`src/rtl/cpu_stall_ctl.sv`:
```
// Pipeline interlock for the 5-stage core: load-use bubbles, fetch and
// data-memory wait stalls, and a latched bus-error state for stuck accesses.
module cpu_stall_ctl #(
   parameter int TIMEOUT = 16,
   parameter int CNT_W   = 32
) (
   input  logic             clk,
   input  logic             rst,
   input  logic [5:0]       id_opcode,
   input  logic [4:0]       id_rs,
   input  logic [4:0]       id_rt,
   input  logic [4:0]       ex_rf_waddr,
   input  logic [1:0]       ex_c_wbsource,
   input  logic             imem_ready,
   input  logic             dmem_req,
   input  logic             dmem_ack,
   input  logic             err_clr,
   output logic             stall_pc,
   output logic             stall_if,
   output logic             bubble_id,
   output logic             stall_back,
   output logic             bus_err,
   output logic [1:0]       state,
   output logic [CNT_W-1:0] perf_stall,
   output logic [CNT_W-1:0] perf_lduse
);

   localparam logic [1:0] ST_RUN   = 2'd0;
   localparam logic [1:0] ST_MWAIT = 2'd1;
   localparam logic [1:0] ST_ERR   = 2'd2;

   localparam int WC_W = (TIMEOUT > 2) ? $clog2(TIMEOUT) : 1;
   localparam logic [WC_W-1:0] WC_ONE  = WC_W'(1);
   localparam logic [WC_W-1:0] WC_LAST = WC_W'(TIMEOUT - 1);
   localparam logic [CNT_W-1:0] CNT_ONE = CNT_W'(1);

   logic [1:0]       state_q, state_d;
   logic [WC_W-1:0]  wcnt_q, wcnt_d;
   logic [CNT_W-1:0] pstall_q, pstall_d;
   logic [CNT_W-1:0] plduse_q, plduse_d;

   logic uses_rt;
   logic lduse;
   logic mwait;
   logic lduse_hit;

   always_comb begin
      uses_rt = (id_opcode == 6'h00) || (id_opcode == 6'h04) ||
                (id_opcode == 6'h05) || (id_opcode == 6'h2b);
      lduse = (ex_c_wbsource == 2'h1) && (ex_rf_waddr != 5'd0) &&
              ((ex_rf_waddr == id_rs) ||
               (uses_rt && (ex_rf_waddr == id_rt)));
      mwait = dmem_req && !dmem_ack;
   end

   always_comb begin
      state_d    = state_q;
      wcnt_d     = wcnt_q;
      stall_pc   = 1'b0;
      stall_if   = 1'b0;
      bubble_id  = 1'b0;
      stall_back = 1'b0;
      lduse_hit  = 1'b0;
      case (state_q)
         ST_RUN: begin
            if (mwait) begin
               stall_pc   = 1'b1;
               stall_if   = 1'b1;
               stall_back = 1'b1;
               state_d    = ST_MWAIT;
               wcnt_d     = WC_ONE;
            end else if (!imem_ready) begin
               stall_pc  = 1'b1;
               stall_if  = 1'b1;
               bubble_id = 1'b1;
            end else if (lduse) begin
               stall_pc  = 1'b1;
               stall_if  = 1'b1;
               bubble_id = 1'b1;
               lduse_hit = 1'b1;
            end
         end
         ST_MWAIT: begin
            stall_pc   = 1'b1;
            stall_if   = 1'b1;
            stall_back = 1'b1;
            // a dropped request is an aborted access, not a timeout
            if (dmem_ack || !dmem_req) begin
               state_d = ST_RUN;
               wcnt_d  = '0;
            end else if (wcnt_q == WC_LAST) begin
               state_d = ST_ERR;
            end else begin
               wcnt_d = wcnt_q + WC_ONE;
            end
         end
         ST_ERR: begin
            stall_pc   = 1'b1;
            stall_if   = 1'b1;
            stall_back = 1'b1;
            if (err_clr) begin
               state_d = ST_RUN;
               wcnt_d  = '0;
            end
         end
         default: begin
            state_d = ST_RUN;
            wcnt_d  = '0;
         end
      endcase
   end

   always_comb begin
      pstall_d = pstall_q;
      plduse_d = plduse_q;
      if (stall_pc && !(&pstall_q)) begin
         pstall_d = pstall_q + CNT_ONE;
      end
      if (lduse_hit && !(&plduse_q)) begin
         plduse_d = plduse_q + CNT_ONE;
      end
   end

   always_ff @(posedge clk or posedge rst) begin
      if (rst) begin
         state_q  <= ST_RUN;
         wcnt_q   <= '0;
         pstall_q <= '0;
         plduse_q <= '0;
      end else begin
         state_q  <= state_d;
         wcnt_q   <= wcnt_d;
         pstall_q <= pstall_d;
         plduse_q <= plduse_d;
      end
   end

   assign state      = state_q;
   assign bus_err    = (state_q == ST_ERR);
   assign perf_stall = pstall_q;
   assign perf_lduse = plduse_q;

endmodule
```
`config.mk`:
```
export PLATFORM = sky130hd
export DESIGN_NAME = cpu_stall_ctl
export DESIGN_NICKNAME = d
export VERILOG_FILES = /design/src/rtl/cpu_stall_ctl.sv
export SDC_FILE = /design/constraint.sdc
export NUM_CORES = 1
export LEC_CHECK = 0
export BUFFER_PORTS_ARGS = -buffer_cell sky130_fd_sc_hd__buf_4
export CAP_MARGIN = 40
export CORE_AREA = 2 2 88 90
export CTS_CLUSTER_DIAMETER = 120
export DETAILED_ROUTE_END_ITERATION = 16
export DIE_AREA = 0 0 90 92
export GPL_TIMING_DRIVEN = 0
export PLACE_DENSITY = 0.81
export SLEW_MARGIN = 20
export SYNTH_ARGS = -nofsm -noshare
export SYNTH_HDL_FRONTEND = slang
export SYNTH_SLANG_ARGS = --single-unit
```
`constraint.sdc`:
```
create_clock -name clk -period 6 [get_ports clk]
set_input_delay 1.2 -clock clk [delete_from_list [all_inputs] [get_ports clk]]
set_output_delay 1.2 -clock clk [all_outputs]
set_load 0.05 [all_outputs]
```
==> results.py <==
metrics = {
    "outcome": {
        "outcome": "completed",
    },
    "clock_tree": {
        "h-tree-depth": 3,
        "post_cts_resize_count": 0,
        "cts_buffers": 9,
        "cts.clk_slew.worst_paths_ns": 0.07,
        "clock-root-buffer": "clkbuf_8",
        "worstSkewPairLatency_ns": 0.34,
        "clk_path_buf_depth": 2,
        "ctsHoldBuffers": 0,
        "post_cts_buffers": 0,
        "cts_tree": "yes",
        "clock-sinks": 70,
    },
    "logic_synthesis": {
        "post_synth_fa_ha_maj_area_fraction": 0.02216,
        "synth_compound_area_frac": 0.05571,
        "synth_top_family_by_area": "simple AND/OR/NAND/NOR gates",
        "synthMuxAreaShare": 0.008547,
        "netlist_instances": 386,
        "ys_seq_elements": 70,
        "ys_warn_count": 0,
        "synthArstFlopShare": 1.000,
        "avgSynthCellArea_sq_um": 10.24,
        "synth_ff_type": "dfrtp_1",
        "synth_fp_nets": 422,
        "synth_enable_flop_cells": 0,
        "syn_area_sq_mm": 0.003953,
        "yosys.cell_types.count": 46,
        "seq_area_frac_synth": 0.4432,
        "synth-simple-area-share": 0.2821,
        "synth_xor_area_frac": 0.1595,
    },
    "finish": {
        "final_cell_mix": "buf_4 (99), dfrtp_1 (70), xor2_1 (48)",
        "layout-drive-gt1-share": 0.2894,
        "stdcell_count": 603,
        "num-nets-final": 532,
        "mostFrequentLayoutCell": "buf_4",
        "num_antenna_cells": 0,
        "area_growth_pct": 26.84,
    },
    "setup_path": {
        "rr_startpoint": "perf_stall[24]",
        "endpoint_kind": "primary output",
        "required_ns": 4.80,
        "worst_path_most_repeated_cell": "buf_4",
        "r2r_cells": 6,
        "cp_max_fo": 10,
        "cp_slowest_cell": "or4_1",
        "crit_chain": "buf_4 -> or4_1 -> o21ai_2 -> nor3_1 -> a211oi_4 -> buf_2 -> nor2_1 -> buf_4 -> buf_4",
        "cp.arrival_ns": 3.72,
        "start_kind": "input pin",
        "reg2reg_slack_ns": 3.42,
        "critPathKind": "input pin to primary output",
        "r2r-end": "perf_stall[12]",
        "max_stage_delay_ns": 0.63,
    },
    "sta": {
        "hold_viol": 0,
        "finalWorstSetupSlack_ns": 1.083,
        "fin_setup_tns_ns": 0,
        "maxSlewHeadroom": 0.4659,
        "post-route-period-util": 0.8195,
        "fmax_ghz": 0.2034,
        "min_period_ns": 4.917,
        "fin_skew_ns": 0.008239,
        "worst_slew_pin_slew_ns": 0.7950,
        "finalMaxSlewViolations": 0,
        "final-setup-viol-count": 0,
        "rsz0062_at_grt": "false",
    },
    "detailed_routing": {
        "drtIter0Drc": 182,
        "wirelength_microns": 9619,
        "antenna_left": 0,
        "wl_per_cell_microns": 15.95,
        "vias_per_cell": 5.826,
        "drt_first_pass_iters": 5,
        "drc": 0,
        "num_vias": 3513,
    },
    "worst_hold_path": {
        "hold_path_end": "perf_lduse[7]",
        "hold_depth": 1,
        "min-delay-start": "perf_lduse[7]",
        "hold_path.class": "flip-flop to flip-flop",
    },
    "die": {
        "start_util": 0.5307,
        "fp.dieW_microns": 90,
        "ios": 100,
        "die_h_microns": 92,
        "dieArea_sq_mm": 0.008280,
        "rows": 32,
        "core_sq_mm": 0.007447,
    },
    "grt": {
        "antenna_found_initial": 0,
        "grt-ovfl-total": 0,
        "track_usage": 0.2368,
        "grt_pass1_vias": 3459,
        "grt_pass1_wl_microns": 15990,
        "grt_start_max_net_pins": 39,
    },
    "placed_design": {
        "dp_hpwl_microns": 7114,
        "port-buffer-count": 98,
        "preCtsSetupSlack_ns": 1.091,
        "dp.cells": 587,
        "place_congestion": 0.9026,
    },
    "pwr": {
        "p_per_area_mw_per_mm2": 287.2,
        "p_int_uw": 847.3,
        "p_switching_uw": 592.4,
        "swShare": 0.4115,
        "power_frac_clock": 0.237,
        "combPwrFrac": 0.367,
        "seqPwrFrac": 0.396,
        "leakage_nw": 2.303,
        "irDropWorstVdd_mv": 0.3262,
    },
    "job": {
        "maxCapViolations": 0,
    },
}
worst max-delay path: cells and delay by family:
family          cells  cell delay [ns]
simple gates        3             0.91
buf+inv             4             0.79
compound gates      2             0.82
metrics by stage:
step | instance area (sq um) | power [mW] | hold slack, ns | utilization
global route | 5014 | 1.510 | 0.5156 | 0.6732
finish | 5014 | 1.440 | 0.4918 | 0.6732
floorplan | 3953 | 0.9439 | 0.5114 | -
global placement | 4816 | 1.088 | 0.4722 | 0.6467
detailed placement | 4838 | 1.108 | 0.4825 | 0.6497
CTS | 5014 | 1.448 | 0.4990 | 0.6732
how the worst max path moves through the flow:
stage | startpoint | to | cells past startpoint
2_1_floorplan | dmem_ack | stall_pc | 7
3_3_place_gp | ex_rf_waddr[1] | stall_pc | 9
3_5_place_dp | ex_rf_waddr[1] | stall_pc | 9
4_1_cts | ex_rf_waddr[1] | stall_pc | 9
5_1_grt | ex_rf_waddr[1] | stall_pc | 9
6_report | ex_rf_waddr[1] | stall_pc | 9
power groups by stage:
stage          registers [mW]  clock network, mW  logic (mW)
2_1_floorplan           0.685                  0       0.259
3_3_place_gp            0.574                  0       0.514
3_5_place_dp            0.577                  0       0.532
4_1_cts                 0.569              0.347       0.532
5_1_grt                 0.577              0.368       0.564
6_report                0.570              0.342       0.528
kinds of logic after synthesis:
group | count (synthesis)
flops | 70
buf+inv | 24
xor+xnor | 72
simple gates | 183
mux | 3
fa+ha+maj | 7
compound gates | 27
registers in the layout, summed over array words and instances, names as in the netlist:
register    count
perf_lduse     32
perf_stall     32
wcnt_q          4
state           2
routing by layer:
layer,vias up,part of all wire,routed length [microns],track usage
met4,0,0.014,136,0.1000
met2,166,0.52,4965,0.4242
met3,23,0.070,675,0.04108
li1,1633,-,-,-
met5,-,0,0,0
met1,1691,0.40,3842,0.2816
cell usage after synthesis (all sizes together), types with 9 or more instances:
| cell | number | area (sq um) |
|---|---|---|
| a21oi | 9 | 45.04 |
| and3 | 11 | 68.82 |
| and4 | 12 | 105.1 |
| dfrtp | 70 | 1752 |
| inv | 10 | 37.54 |
| nand2 | 26 | 97.59 |
| nand3 | 28 | 140.1 |
| nand4 | 23 | 143.9 |
| nor2 | 14 | 52.55 |
| nor3 | 20 | 100.1 |
| nor4 | 30 | 269.0 |
| xnor2 | 24 | 210.2 |
| xor2 | 48 | 420.4 |
cell type report:
type	instances	area, sq um
fill	596	2434
clock inverter	6	37.54
sequential	70	1752
timing repair buffer	99	755.7
multi-input combinational	292	2087
buffer	14	76.32
inverter	10	40.04
tap	102	127.6
clock buffer	10	137.6
No activity file was read; power rests on OpenSTA's default activity.
